[config.mk]
export PLATFORM = sky130hd
export DESIGN_NAME = ahb_slave_if
export DESIGN_NICKNAME = d
export VERILOG_FILES = /design/src/rtl/ahb_slave_if.sv
export SDC_FILE = /design/constraint.sdc
export NUM_CORES = 1
export LEC_CHECK = 0
export CORE_MARGIN = 2
export CORE_UTILIZATION = 32
export DETAILED_ROUTE_END_ITERATION = 16
export GPL_ROUTABILITY_DRIVEN = 1
export PLACE_DENSITY_LB_ADDON = 0.2
export SLEW_MARGIN = 30
export SYNTH_ARGS = -nofsm -noshare
export SYNTH_HDL_FRONTEND = slang
export SYNTH_SLANG_ARGS = --single-unit
[constraint.sdc]
create_clock -name Hclk -period 2 [get_ports Hclk]
set_clock_uncertainty 0.1 [all_clocks]
set_input_delay 0.4 -clock Hclk [delete_from_list [all_inputs] [get_ports Hclk]]
set_output_delay 0.4 -clock Hclk [all_outputs]
set_load 0.01 [all_outputs]
[src/rtl/ahb_slave_if.sv]
// AHB-side front end of the AHB-to-APB bridge: transfer qualification, peripheral decode,
// pipeline registers and the two-cycle ERROR response. Optional macro: AHB_SLV_HOLD_EN.
module ahb_slave_if #(
    parameter logic [31:0] SLV0_BASE = 32'h8000_0000,
    parameter logic [31:0] SLV1_BASE = 32'h8400_0000,
    parameter logic [31:0] SLV2_BASE = 32'h8800_0000,
    parameter logic [31:0] WIN_SIZE  = 32'h0400_0000
) (
    input  logic        Hclk,
    input  logic        Hresetn,
    input  logic        Hwrite,
    input  logic        Hreadyin,
    input  logic [1:0]  Htrans,
    input  logic [31:0] Haddr,
    input  logic [31:0] Hwdata,
    input  logic [31:0] Prdata,
    output logic        valid,
    output logic [31:0] Haddr1,
    output logic [31:0] Haddr2,
    output logic [31:0] Hwdata1,
    output logic [31:0] Hwdata2,
    output logic        Hwritereg,
    output logic [2:0]  tempselx,
    output logic [31:0] Hrdata,
    output logic [1:0]  Hresp,
    output logic        Herr_hold,
    output logic [7:0]  err_count
);

    typedef enum logic [1:0] {
        StOk   = 2'b00,
        StErr1 = 2'b01,
        StErr2 = 2'b10
    } err_state_e;

    err_state_e state_q, state_d;
    logic [7:0] err_count_q;
    logic       err_inc;
    logic       act;
    logic       unmapped;
    logic       pipe_load;
    logic       unused_htrans0;

    // Offset compare wraps naturally, so an address below a base never lands in its window.
    logic [31:0] off0, off1, off2;
    assign off0 = Haddr - SLV0_BASE;
    assign off1 = Haddr - SLV1_BASE;
    assign off2 = Haddr - SLV2_BASE;

    always_comb begin
        tempselx = 3'b000;
        if (off0 < WIN_SIZE) begin
            tempselx = 3'b001;
        end else if (off1 < WIN_SIZE) begin
            tempselx = 3'b010;
        end else if (off2 < WIN_SIZE) begin
            tempselx = 3'b100;
        end
    end

    assign unused_htrans0 = Htrans[0];
    assign act            = Hreadyin & Htrans[1];
    assign unmapped       = (tempselx == 3'b000);
    assign valid          = act & ~unmapped & (state_q != StErr1);
    assign Hrdata         = Prdata;
    assign err_count      = err_count_q;

`ifdef AHB_SLV_HOLD_EN
    assign pipe_load = Hreadyin;
`else
    assign pipe_load = 1'b1;
`endif

    always_ff @(posedge Hclk or negedge Hresetn) begin
        if (!Hresetn) begin
            Haddr1    <= 32'h0;
            Haddr2    <= 32'h0;
            Hwdata1   <= 32'h0;
            Hwdata2   <= 32'h0;
            Hwritereg <= 1'b0;
        end else if (pipe_load) begin
            Haddr1    <= Haddr;
            Haddr2    <= Haddr1;
            Hwdata1   <= Hwdata;
            Hwdata2   <= Hwdata1;
            Hwritereg <= Hwrite;
        end
    end

    always_comb begin
        state_d   = StOk;
        err_inc   = 1'b0;
        Hresp     = 2'b00;
        Herr_hold = 1'b0;
        case (state_q)
            StOk: begin
                if (act && unmapped) begin
                    state_d = StErr1;
                    err_inc = 1'b1;
                end
            end
            StErr1: begin
                Hresp     = 2'b01;
                Herr_hold = 1'b1;
                state_d   = StErr2;
            end
            StErr2: begin
                Hresp = 2'b01;
                if (act && unmapped) begin
                    state_d = StErr1;
                    err_inc = 1'b1;
                end
            end
            default: state_d = StOk;
        endcase
    end

    always_ff @(posedge Hclk or negedge Hresetn) begin
        if (!Hresetn) begin
            state_q     <= StOk;
            err_count_q <= 8'h00;
        end else begin
            state_q <= state_d;
            if (err_inc && (err_count_q != 8'hFF)) begin
                err_count_q <= err_count_q + 8'h01;
            end
        end
    end

endmodule
==> results.txt <==
CP Class: primary input to output port
Drt drc: 0
M1 GR Usage: 0.168
GRT busiest layer: met2
Mux cell area share after synthesis: 0.00360
Fin crit share: 1.09
Area grow syn2layout: 73.4%
Critical Path Fanout Max: 2
Finished Cell Area: 7240 um^2
TritonCTS buffer count: 17
R2R setup slack: 130 ps
Initial drt markers: 142
Hold Startpoint: Haddr[30]
Primary FF master, synth: dfrtp_1
Routed WL: 10600 um
Placed Instances: 592
Clock transition at path regs: 60 ps
RSZ-0062 raised after global routing: true
Max Slew Vio Count: 0
Tot GR Track Use: 0.157
Max Freq: 459 MHz
Antenna Nets Post-Route: 0
GRT met2 Usage: 0.266
Adder-cell area share of the yosys netlist: 0.0210
Outcome: finished with violations
Final net count: 560
Post-synth EDFFs: 0
Leakage: 3.17 nW
Synth cell count leaders: 139 x dfrtp_1, 33 x buf_4, 7 x ha_1, 7 x xor2_1, 5 x inv_1
I/O pin count: 278
Syn. warnings: 0
Min cycle time layout: 2180 ps
Fill cells: 1045
Yosys top cell by area: dfrtp_1
Die Wd: 118 um
DR WL/cell: 16.7 um
Failing checks: setup timing
Synth Register Bits: 139
Met3 GRT Util: 0.0782
Drt pass-1 iters: 4
Slew HR: 0.642
Overflow after GRT: 0
Final Hold Viols: 0
Ant diodes: 0
Synth cell types: 29
Main combinational cell family by area after synthesis: buffers and inverters
Clock Path Buffers: 2
CTS tree: done
Final setup viols: 2
DR vias: 2601
Core Region: 12700 um^2
Pin count of the biggest net entering global routing: 58
Mapped Cells: 227
Post-synthesis simple-gate area fraction: 0.0545
Reg2reg start: err_count[0]
Site Rows: 41
Worst R2R End: err_count[1]
Skew-Pair Late Insertion Delay: 410 ps
Initial antenna violation count: 0
Asr flop ratio synth: 1.00
VDD IR max: 447 uV
Crit start category: primary input
Main area contributors after synthesis: dfrtp_1 83%, buf_4 5.9%, ha_1 2.1%
IO Port Bufs: 211
Placed cell areas: 6450 um^2
Number of max-cap violations: 0
P per Cell Area: 1020 nW/um^2
Seq/Total Area, Yosys: 0.833
Reg2Reg Depth: 5
Num Clock Sinks: 139
Cell area after synthesis: 4180 um^2
Cells on Worst Hold Path: 1
Layout cell share with drive strength beyond 1: 0.188
Dominant cell by count in the synthesized netlist: dfrtp_1
Initial Util: 0.330
Clock Root Buffer: clkbuf_16
Top-area cell type share of the netlist area: 0.833
Crit end category: output port
Worst-margin pin slew: 537 ps
First-pass GRT wire length: 16200 um
Hold Path End: Haddr1[30]
Drt via density: 4.09
Post-Synth XOR/XNOR Area: 0.0147
Post-synthesis compound-gate area fraction: 0.00839
PnR worst setup slack: -181 ps
Worst path required time: 1500 ps
CTS H-tree lvls: 4
Vias in the first global route: 2725
Data arrival, critical path: 1680 ps
GP Congestion: 0.804
Dpl hpwl: 7930 um
Non-Filler Instances: 636
Hold Path Class: primary input to register
Avg Inst Size Synth: 18.4 um^2
Syn Nets: 336
Die height: 118 um
Die area: 14000 um^2
[timing repair]
item                                    in CTS  in global routing
hold buffers                                 1                  0
hold endpoints to repair                    52                  0
buffers inserted                            10                  2
pin swaps                                    7                  5
endpoints found under the setup margin      15                  4
gates resized for setup                     55                  7
[layer usage]
metal / vias up / wire, um
met5: - / 0
met4: 0 / 201
met3: 21 / 1030
met2: 139 / 5530
met1: 1281 / 3890
li1: 1160 / -
[worst max path at each step]
stage,cells after the start,start,endpoint,slack (ps)
6_report,10,Haddr[27],valid,-180
5_1_grt,10,Haddr[27],valid,-250
4_1_cts,8,Haddr[28],valid,-270
3_5_place_dp,9,Haddr[27],valid,-1180
3_3_place_gp,9,Haddr[27],valid,-1120
2_1_floorplan,7,Haddr[27],valid,-30
[stage by stage]
| stage | setup TNS, ps | util | hold slack [ps] | total power [mW] | setup slack, ps |
|---|---|---|---|---|---|
| 3_5_place_dp | -9500 | 0.509 | 257 | 4.03 | -1180 |
| 4_1_cts | -268 | 0.568 | 35.7 | 7.47 | -268 |
| 6_report | -216 | 0.571 | 30.7 | 7.39 | -181 |
| 2_1_floorplan | -32.2 | - | 4.41 | 3.43 | -32.2 |
| 5_1_grt | -319 | 0.571 | 4.14 | 7.69 | -248 |
| 3_3_place_gp | -8730 | 0.509 | 256 | 4.01 | -1120 |
[registers in the layout (all words and copies together) (netlist names)]
signal,cells
err_count,8
Hwdata1,32
Haddr1,32
Haddr2,32
Hwritereg,1
state_q,2
Hwdata2,32
[cells in the final DEF (no fill, tap or decap), types with 2 or more instances in the layout]
cell type / Yosys / routed
clkdlybuf4s50_1: 0 / 198
dfrtp_1: 139 / 139
buf_4: 33 / 22
clkbuf_16: 0 / 17
xor2_1: 7 / 7
buf_6: 0 / 7
ha_1: 7 / 6
bufinv_16: 0 / 5
nor4_1: 4 / 4
clkinvlp_4: 0 / 4
buf_2: 0 / 4
inv_1: 5 / 3
inv_6: 0 / 3
and3_1: 3 / 3
nand3_1: 3 / 3
nor4b_1: 3 / 3
nor4b_4: 1 / 2
nor2_2: 0 / 2
nand2_1: 3 / 2
nor3_2: 1 / 2
clkinv_2: 0 / 2
buf_12: 0 / 2
dlygate4sd2_1: 0 / 2
[final cells by class]
class	instances	area (um^2)	share of cell area
Clock inverter	14	216	0.0299
Sequential cell	139	3480	0.480
Inverter	5	36.3	0.00501
Tap cell	172	215	0.0297
Timing Repair Buffer	238	2340	0.323
Clock buffer	18	439	0.0607
Multi-Input combinational cell	50	515	0.0712
[kinds of logic after synthesis]
logic type	Yosys count
AO/OA/AOI/OAI	5
multiplexers	1
adder cells (fa/ha/maj)	7
flip-flops	139
buffers and inverters	38
XOR/XNOR	7
AND/OR/NAND/NOR	29
other	1
[report_power, final]
group          leakage, nW  switching, mW  internal [mW]
combinational         1.23          0.340          0.536
clock                0.309           1.15           2.25
sequential            1.63          0.116           3.00
[critical path: stages]
cell	delay [ps]
buf_12	90
inv_12	30
ha_4	240
and2_4	150
buf_6	100
a21oi_4	50
nor4_4	280
nor2_2	80
nor3_2	100
buf_2	150
Power figures use the tool's default switching activity.
